<file path="config.mk">
export PLATFORM = sky130hd
export DESIGN_NAME = gesummv_run_ctrl
export DESIGN_NICKNAME = d
export VERILOG_FILES = /design/src/rtl/gesummv_run_ctrl.sv
export SDC_FILE = /design/constraint.sdc
export NUM_CORES = 1
export LEC_CHECK = 0
export BUFFER_PORTS_ARGS = -buffer_cell sky130_fd_sc_hd__buf_2
export CORE_UTILIZATION = 50
export CTS_CLUSTER_DIAMETER = 150
export DETAILED_ROUTE_END_ITERATION = 16
export PLACE_DENSITY = 0.89
export SETUP_SLACK_MARGIN = 0.1
export SLEW_MARGIN = 20
export SYNTH_ARGS = -nofsm -noshare
export SYNTH_HDL_FRONTEND = slang
export SYNTH_SLANG_ARGS = --single-unit
export TNS_END_PERCENT = 30
</file>
<file path="constraint.sdc">
create_clock -name ap_clk -period 8.4 [get_ports ap_clk]
set_input_delay 1.26 -clock ap_clk [delete_from_list [all_inputs] [get_ports ap_clk]]
set_output_delay 1.26 -clock ap_clk [all_outputs]
set_load 0.03 [all_outputs]
</file>
<file path="src/rtl/gesummv_run_ctrl.sv">
// Job-level ap_ctrl_hs run controller for the gesummv core: accepts jobs, runs the core, reports latency.
// Build option: define GESUMMV_RUN_CTRL_TIMEOUT_EN to compile in the watchdog and FLUSH state.
module gesummv_run_ctrl #(
  parameter int unsigned CYCLE_W        = 32,
  parameter int unsigned TIMEOUT_CYCLES = 4096
) (
  input  logic               ap_clk,
  input  logic               ap_rst,
  input  logic               job_valid,
  output logic               job_ready,
  input  logic [31:0]        job_alpha,
  input  logic [31:0]        job_beta,
  output logic               acc_start,
  input  logic               acc_ready,
  input  logic               acc_done,
  input  logic               acc_idle,
  output logic [31:0]        acc_alpha,
  output logic [31:0]        acc_beta,
  output logic               acc_rst,
  output logic               resp_valid,
  input  logic               resp_ready,
  output logic [CYCLE_W-1:0] resp_cycles,
  output logic               resp_timeout,
  output logic               busy
);

  // state | meaning
  // IDLE  | waiting for a job; job_ready follows acc_idle
  // START | ap_start held high until the core reports ap_ready
  // RUN   | core started, waiting for ap_done
  // FLUSH | watchdog fired; core held in soft reset for 2 cycles
  // RESP  | response presented until resp_ready
  typedef enum logic [2:0] {
    S_IDLE  = 3'd0,
    S_START = 3'd1,
    S_RUN   = 3'd2,
`ifdef GESUMMV_RUN_CTRL_TIMEOUT_EN
    S_FLUSH = 3'd3,
`endif
    S_RESP  = 3'd4
  } state_t;

  if (TIMEOUT_CYCLES == 0) begin : g_bad_timeout
    $error("TIMEOUT_CYCLES must be nonzero");
  end

  state_t             state_q;
  logic [CYCLE_W-1:0] cnt_q;
  logic [CYCLE_W-1:0] cnt_d;
  logic [CYCLE_W-1:0] resp_cycles_q;
  logic [31:0]        alpha_q;
  logic [31:0]        beta_q;
  logic               acc_start_q;
  logic               resp_valid_q;
  logic               busy_q;
  logic               accept;
  logic               run_done;

  assign cnt_d     = (&cnt_q) ? cnt_q : cnt_q + CYCLE_W'(1);
  assign job_ready = (state_q == S_IDLE) && acc_idle && !ap_rst;
  assign accept    = job_valid && job_ready;
  // In START, done only counts when the core also reports ready that cycle.
  assign run_done  = acc_done && (acc_ready || (state_q == S_RUN));

`ifdef GESUMMV_RUN_CTRL_TIMEOUT_EN
  logic acc_rst_q;
  logic resp_timeout_q;
  logic flush_q;
  logic wd_hit;

  assign wd_hit       = (cnt_q == CYCLE_W'(TIMEOUT_CYCLES));
  assign acc_rst      = acc_rst_q;
  assign resp_timeout = resp_timeout_q;
`else
  assign acc_rst      = 1'b0;
  assign resp_timeout = 1'b0;
`endif

  always_ff @(posedge ap_clk or posedge ap_rst) begin
    if (ap_rst) begin
      state_q        <= S_IDLE;
      cnt_q          <= '0;
      resp_cycles_q  <= '0;
      alpha_q        <= '0;
      beta_q         <= '0;
      acc_start_q    <= 1'b0;
      resp_valid_q   <= 1'b0;
      busy_q         <= 1'b0;
`ifdef GESUMMV_RUN_CTRL_TIMEOUT_EN
      acc_rst_q      <= 1'b0;
      resp_timeout_q <= 1'b0;
      flush_q        <= 1'b0;
`endif
    end else begin
      case (state_q)
        S_IDLE: begin
          if (accept) begin
            alpha_q     <= job_alpha;
            beta_q      <= job_beta;
            cnt_q       <= CYCLE_W'(1);
            acc_start_q <= 1'b1;
            busy_q      <= 1'b1;
`ifdef GESUMMV_RUN_CTRL_TIMEOUT_EN
            resp_timeout_q <= 1'b0;
`endif
            state_q     <= S_START;
          end
        end
        S_START, S_RUN: begin
          if (run_done) begin
            resp_cycles_q <= cnt_q;
            resp_valid_q  <= 1'b1;
            acc_start_q   <= 1'b0;
            state_q       <= S_RESP;
          end
`ifdef GESUMMV_RUN_CTRL_TIMEOUT_EN
          else if (wd_hit) begin
            resp_cycles_q <= cnt_q;
            acc_start_q   <= 1'b0;
            acc_rst_q     <= 1'b1;
            flush_q       <= 1'b0;
            state_q       <= S_FLUSH;
          end
`endif
          else begin
            cnt_q <= cnt_d;
            if ((state_q == S_START) && acc_ready) begin
              acc_start_q <= 1'b0;
              state_q     <= S_RUN;
            end
          end
        end
`ifdef GESUMMV_RUN_CTRL_TIMEOUT_EN
        S_FLUSH: begin
          if (flush_q) begin
            acc_rst_q      <= 1'b0;
            resp_valid_q   <= 1'b1;
            resp_timeout_q <= 1'b1;
            state_q        <= S_RESP;
          end else begin
            flush_q <= 1'b1;
          end
        end
`endif
        S_RESP: begin
          if (resp_ready) begin
            resp_valid_q <= 1'b0;
            busy_q       <= 1'b0;
            state_q      <= S_IDLE;
          end
        end
        default: state_q <= S_IDLE;
      endcase
    end
  end

  assign acc_start   = acc_start_q;
  assign acc_alpha   = alpha_q;
  assign acc_beta    = beta_q;
  assign resp_valid  = resp_valid_q;
  assign resp_cycles = resp_cycles_q;
  assign busy        = busy_q;

endmodule

</file>
==> results of run 1 <==
==> sequential cells by signal (all words and copies together) (netlist names) <==
name and flops:
resp_valid 1, acc_alpha 32, acc_start 1, resp_cycles 32
acc_beta 32, busy 1, state_q 3, cnt_q 32
==> how the worst max path moves through the flow <==
stage	cells past startpoint	end	slack (ns)
3_3_place_gp	7	cnt_q[1]	4.70
2_1_floorplan	1	acc_alpha[0]	3.56
5_1_grt	7	cnt_q[8]	4.68
3_5_place_dp	7	cnt_q[8]	4.44
4_1_cts	7	cnt_q[8]	4.90
6_report	7	cnt_q[8]	4.85
==> power by group through the flow <==
| stage | Combinational, mW | Clock [mW] | Sequential [mW] |
|---|---|---|---|
| CTS | 0.653 | 0.790 | 0.872 |
| global route | 0.689 | 0.817 | 0.888 |
| global placement | 0.634 | 0 | 0.868 |
| floorplan | 0.199 | 0 | 1.12 |
| detailed placement | 0.651 | 0 | 0.879 |
| finish | 0.649 | 0.777 | 0.872 |
==> critical path: stages <==
cell	delay (ns)
sky130_fd_sc_hd__buf_2	0.13
sky130_fd_sc_hd__nor2_1	0.15
sky130_fd_sc_hd__nand4_1	0.48
sky130_fd_sc_hd__buf_4	0.55
sky130_fd_sc_hd__a21o_1	0.29
sky130_fd_sc_hd__a41oi_4	0.70
sky130_fd_sc_hd__a31oi_1	0.21
==> final cells by class <==
class | count | area, um2
Multi-Input combinational cell | 284 | 2290
Tap cell | 140 | 175
Timing Repair Buffer | 175 | 888
Sequential cell | 134 | 3350
Clock inverter | 13 | 180
Clock buffer | 19 | 443
Fill cell | 772 | 3670
Inverter | 8 | 32.5
==> cells by family after synthesis <==
kind of cell | count (synthesis) | share of synthesized area, %
buf+inv | 31 | 2.35
other cells | 1 | 0.0651
compound gates | 77 | 9.36
mux | 97 | 18.9
fa+ha+maj | 1 | 0.217
simple gates | 107 | 10.9
flops | 134 | 58.2
==> routing by layer <==
layer	vias up	share of wire [%]	track usage [%]
met4	0	2.2	11.8
met2	214	51	40.9
met1	2191	39	28.5
met3	25	7.8	8.12
li1	2010	-	-
met5	-	0	0
==> per-stage QoR <==
| step | power, mW | std cells | cell area [um2] | util [%] | setup WS [ns] |
|---|---|---|---|---|---|
| CTS | 2.32 | 773 | 7360 | 66.7 | 4.90 |
| finish | 2.30 | 773 | 7360 | 66.7 | 4.85 |
| global placement | 1.50 | 741 | 6740 | 61.1 | 4.70 |
| global route | 2.39 | 773 | 7360 | 66.7 | 4.68 |
| detailed placement | 1.53 | 741 | 6740 | 61.1 | 4.44 |
| floorplan | 1.31 | 449 | 5760 | - | 3.56 |
==> cells in the final DEF, fill, tap and decap left out, types with 7 or more instances in the layout <==
cell type and instances:
sky130_fd_sc_hd__a21oi_1 8, sky130_fd_sc_hd__a31oi_1 38, sky130_fd_sc_hd__and3_1 15, sky130_fd_sc_hd__buf_2 170, sky130_fd_sc_hd__clkbuf_16 17, sky130_fd_sc_hd__dfrtp_1 134, sky130_fd_sc_hd__inv_1 7, sky130_fd_sc_hd__mux2_2 96
sky130_fd_sc_hd__nand2_1 23, sky130_fd_sc_hd__nand2b_1 15, sky130_fd_sc_hd__nand3_1 8, sky130_fd_sc_hd__nand4_1 7, sky130_fd_sc_hd__nor2_1 15
==> summary.md, run 1 <==
STA
• aggregate negative setup slack: 0 ns
• number of slew-limit violations in the final report: 0
• worst hold slack: 0.498 ns
• Worst slew margin: 27.3%
• setup repair after global routing missed its margin: no
• transition at the pin with the smallest max-transition slack: 1.09 ns
• final setup violating endpoints: 0
• count of final hold-check violations: 0
• share of the cycle needed by the critical path after routing: 42.2%
• final worst path period need: 3.55 ns
• skew final: 0.00723 ns
• maximum clock rate: 0.282 GHz

Clocking
• count of clock tree sinks: 134
• post-cts repair resize count: 0
• TritonCTS clock tree: done
• setup bufs post-CTS: 0
• clk_lat worst skew: 0.42 ns
• H-tree levels: 4
• root buffer cell: sky130_fd_sc_hd__clkbuf_16
• Max clock buf depth: 2
• number of buffers created by CTS: 17
• clock-pin slew on the worst setup and hold paths: 0.05 ns
• Post-CTS Hold Fix Bufs: 0

Logic synthesis
• most used standard cells in the synthesized netlist: sky130_fd_sc_hd__dfrtp_1 (134), sky130_fd_sc_hd__mux2_2 (96), sky130_fd_sc_hd__a31oi_1 (38)
• synthesized area divided by synthesized cell count: 12.9 um2
• prevailing post-synth register cell: sky130_fd_sc_hd__dfrtp_1
• number of flops mapped to enable cells by yosys: 0
• leading post-synthesis cells by cell area: sky130_fd_sc_hd__dfrtp_1 (58%), sky130_fd_sc_hd__mux2_2 (19%), sky130_fd_sc_hd__a31oi_1 (4.1%)
• summed instance area of the synthesized netlist: 5760 um2
• most frequently used cell type in the post-synthesis netlist: sky130_fd_sc_hd__dfrtp_1
• Yosys warning count: 0
• post-synth top area share: 58.2%
• gate count after technology mapping: 448
• post-synthesis async set-or-reset flop share: 100%
• post-synthesis sequential area ratio: 58.2%
• number of distinct library cells after synthesis: 42
• biggest area consumer among synthesized cells: sky130_fd_sc_hd__dfrtp_1
• number of storage elements in the synthesis netlist: 134

Hold path
• hold path start: resp_cycles[9]
• Min-Delay Endpoint: resp_cycles[9]
• hold-critical path depth: 1
• worst min-delay path category: reg -> reg

Setup path
• capture point of the worst reg-to-reg path: cnt_q[6]
• Reg2Reg Setup Slack: 5.21 ns
• Worst Reg-to-Reg Cells: 6
• critical path data required time: 8.65 ns
• category of the worst setup path capture point: flop
• Setup CP Type: in -> reg
• CP max FO: 60
• startpoint of the most critical register-to-register path: cnt_q[0]
• crit path DAT: 3.80 ns
• Setup crit start kind: primary input
• start point of the critical path: ap_rst

Route
• # DRC: 0
• overall routed net length: 13.6 mm
• vias after detailed routing: 4440
• WL per Instance: 17.6 um
• 1st-pass router iterations: 5
• post-detailed-route count of antenna-violating nets: 0
• Avg Vias per Cell: 5.74
• Detailed Route Iter0 Violations: 249

Power and ir drop
• switch share: 34.6%
• combinational share of power: 28.3%
• Cell Pwr Density: 312 nW/um2
• clock share of power: 33.8%
• Switching Power: 0.795 mW
• share of total power in sequential cells: 37.9%
• static leakage: 3.67 nW
• Max rail drop VDD: 0.264 mV
• total internal power: 1.50 mW

Global routing
• first-pass GRT wire length: 21.9 mm
• maximum number of pins on one net before global-route repair: 72
• antenna violations before repair: 0
• total grt overflow: 0
• global-route total usage across every layer: 24.5%
• via count of the first global-routing pass: 4510

Floorplanning
• width of the chip: 109 um
• Std-Cell Rows: 38
• num ports: 173
• initial core utilization: 52.2%
• Die Outline Area: 12000 um2
• Floorplan Core Area: 11000 um2
• vertical die dimension: 109 um

Placed design
• post-detailed-placement half-perimeter wirelength: 9.34 mm
• number of port buffers: 170
• weighted congestion reported at the end of routability-driven placement: 0.795

Job
• max-cap check violation count: 0

Status
• result of the run: completed

Layout
• antenna diode instance count: 0
• fraction of layout cells with a size suffix above 1: 49.1%
• # nets final: 692
• P&R area growth vs syn: 27.8%

No activity file was read; power rests on OpenSTA's default activity.
==> inputs of run 2 (changes only) <==
==> constraint.sdc (replaced) <==
create_clock -name ap_clk -period 3.3 [get_ports ap_clk]
set_input_delay 0.495 -clock ap_clk [delete_from_list [all_inputs] [get_ports ap_clk]]
set_output_delay 0.495 -clock ap_clk [all_outputs]
set_load 0.03 [all_outputs]
==> run 2 against run 1 <==
Global-route usage is 0.19 points lower; sequential power grew to 2.5 times the previous value; power is 150% higher; routed wire length is 0.32% lower; sequential share of layout area is 0.21 points higher; combinational power grew to 2.6 times the previous value; final cell count is 0.52% higher; clock power is 130% higher; clock skew is 0.0025 ns higher; via count is 2.2% lower; critical path depth stayed put; setup slack worse by 4.2 ns.
==> summary.md, run 2 (synthesized netlist as in run 1, its figures left out) <==
Setup path
• capture point of the worst reg-to-reg path: cnt_q[17]
• logic depth of the worst path, buffers included: 7, unchanged
• startpoint of the most critical register-to-register path: cnt_q[0]
• kind of cell adding the most delay to the critical path: simple AND/OR/NAND/NOR gates
• category of the worst setup path capture point: flop
• crit path DAT: 2.86 ns, -0.94 ns
• Setup CP Type: reg -> reg
• Reg2Reg Setup Slack: 0.70 ns, -4.51 ns
• highest cell delay on the worst timing path: 0.49 ns, -0.21 ns
• worst-path cell with the longest stage delay: sky130_fd_sc_hd__nor4_4
• worst path buffer plus inverter count: 1, -1
• CP max FO: 17, -72%
• critical path data required time: 3.56 ns, -5.09 ns
• Worst Reg-to-Reg Cells: 7, +1
• sequence of cells on the critical path: ha_1 -> nand3_1 -> nor4_4 -> nand4_1 -> buf_4 -> a41oi_1 -> a31oi_1
• Setup crit start kind: flop

STA
• final worst path period need: 2.60 ns
• number of slew-limit violations in the final report: 0, unchanged
• setup repair after global routing missed its margin: no
• final setup violating endpoints: 0, unchanged
• skew final: 0.00973 ns, +0.00250 ns
• count of final hold-check violations: 0, unchanged
• worst-case setup margin in the final layout: 0.703 ns, -4.15 ns
• Worst slew margin: 43.5%, +16 points
• aggregate negative setup slack: 0 ns, unchanged
• share of the cycle needed by the critical path after routing: 78.7%
• transition at the pin with the smallest max-transition slack: 0.845 ns, -0.242 ns
• maximum clock rate: 0.385 GHz

Clocking
• Max clock buf depth: 2, unchanged
• clk_lat worst skew: 0.42 ns, about the same
• count of clock tree sinks: 134, unchanged
• number of buffers created by CTS: 17, unchanged
• post-cts repair resize count: 0, unchanged
• Post-CTS Hold Fix Bufs: 0, unchanged
• TritonCTS clock tree: done
• H-tree levels: 4, unchanged
• setup bufs post-CTS: 0, unchanged
• clock-pin slew on the worst setup and hold paths: 0.06 ns, about the same
• root buffer cell: sky130_fd_sc_hd__clkbuf_16

Placed design
• placed cell count: 745, +0.54%
• Post-Place Setup Slack: 0.781 ns, -3.66 ns
• weighted congestion reported at the end of routability-driven placement: 0.854, +7.4%
• number of port buffers: 170, unchanged
• post-detailed-placement half-perimeter wirelength: 9.06 mm, -3.0%

Route
• 1st-pass router iterations: 4, -1
• Avg Vias per Cell: 5.59, -2.7%
• # DRC: 0, unchanged
• overall routed net length: 13.6 mm, -0.32%
• post-detailed-route count of antenna-violating nets: 0, unchanged
• Detailed Route Iter0 Violations: 250, +0.40%
• vias after detailed routing: 4344, -2.2%
• WL per Instance: 17.5 um, -0.84%

Layout
• most common cell after layout, fill and taps aside: sky130_fd_sc_hd__buf_2
• P&R area growth vs syn: 27.2%
• antenna diode instance count: 0, unchanged
• FILL cells: 789, +2.2%
• # nets final: 696, +0.58%
• fraction of layout cells with a size suffix above 1: 49.6%, +0.48 points
• final cell count without fillers: 777, +0.52%
• commonest cells after routing, fill and taps aside: sky130_fd_sc_hd__buf_2 (170), sky130_fd_sc_hd__dfrtp_1 (134), sky130_fd_sc_hd__mux2_2 (96)

Global routing
• maximum number of pins on one net before global-route repair: 70, -2.8%
• total grt overflow: 0, unchanged
• antenna violations before repair: 0, unchanged
• global-route total usage across every layer: 24.3%, -0.19 points
• first-pass GRT wire length: 21.7 mm, -0.94%
• via count of the first global-routing pass: 4425, -1.9%

Floorplanning
• vertical die dimension: 109 um, unchanged
• width of the chip: 109 um, unchanged
• initial core utilization: 52.2%, unchanged
• num ports: 173, unchanged
• Std-Cell Rows: 38, unchanged
• Die Outline Area: 12000 um2, unchanged
• Floorplan Core Area: 11000 um2, unchanged

Power and ir drop
• Max rail drop VDD: 0.548 mV, +110%
• static leakage: 3.66 nW, -0.26%
• Cell Pwr Density: 770 nW/um2, +150%

Hold path
• hold-critical path depth: 2, +1
• Min-Delay Endpoint: state_q[1]
• worst min-delay path category: in -> reg
• hold path start: acc_done

Status
• result of the run: completed

Job
• max-cap check violation count: 0, unchanged

run 2: changes by cell type in the layout (fill, tap and decap cells not counted), sizes merged:
cell / before / now
clkinv: 6 / 5
bufinv: 4 / 0
clkbuf: 19 / 20
buf: 175 / 179
inv: 8 / 12
run 2: area by class of cell:
cell class / count / area (um2) / share of cell area [%]
Timing Repair Buffer: 179 / 918 / 12.5
Tap cell: 140 / 175 / 2.39
Multi-Input combinational cell: 284 / 2290 / 31.2
Clock buffer: 20 / 467 / 6.37
Inverter: 8 / 33.8 / 0.461
Sequential cell: 134 / 3350 / 45.8
Clock inverter: 12 / 91.3 / 1.25
run 2: stage by stage:
stage / cell area, um2 / power [mW] / utilization, % / hold slack, ns
global placement: 6770 / 3.83 / 61.4 / 0.483
global route: 7330 / 5.89 / 66.4 / 0.230
CTS: 7330 / 5.69 / 66.4 / 0.225
finish: 7330 / 5.64 / 66.4 / 0.236
floorplan: 5770 / 3.35 / - / 0.459
detailed placement: 6770 / 3.89 / 61.4 / 0.488
run 2: worst reg2reg max path: stages (launching register included):
cell	delay [ns]
sky130_fd_sc_hd__dfrtp_1	0.43
sky130_fd_sc_hd__ha_1	0.23
sky130_fd_sc_hd__nand3_1	0.17
sky130_fd_sc_hd__nor4_4	0.49
sky130_fd_sc_hd__nand4_1	0.45
sky130_fd_sc_hd__buf_4	0.36
sky130_fd_sc_hd__a41oi_1	0.25
sky130_fd_sc_hd__a31oi_1	0.06
run 2: how the worst max path moves through the flow:
stage                         from      endpoint  slack, ns
after detailed placement  cnt_q[0]     cnt_q[17]       0.78
final                     cnt_q[0]     cnt_q[17]       0.70
after CTS                 cnt_q[0]     cnt_q[17]       0.74
after global routing      cnt_q[0]     cnt_q[28]       0.52
after floorplan             ap_rst  acc_alpha[0]       1.14
after global placement    cnt_q[0]     cnt_q[17]       0.86
run 2: layer usage:
metal,global-route usage [%],up-vias,share of wire [%]
met5,0,-,0
li1,-,2016,-
met4,10.5,0,1.7
met3,7.88,19,7.1
met1,29.0,2125,40
met2,40.4,184,51
run 2: power breakdown:
group | internal [mW] | switching (mW)
Combinational | 0.563 | 1.11
Sequential | 1.99 | 0.219
Clock | 1.03 | 0.733
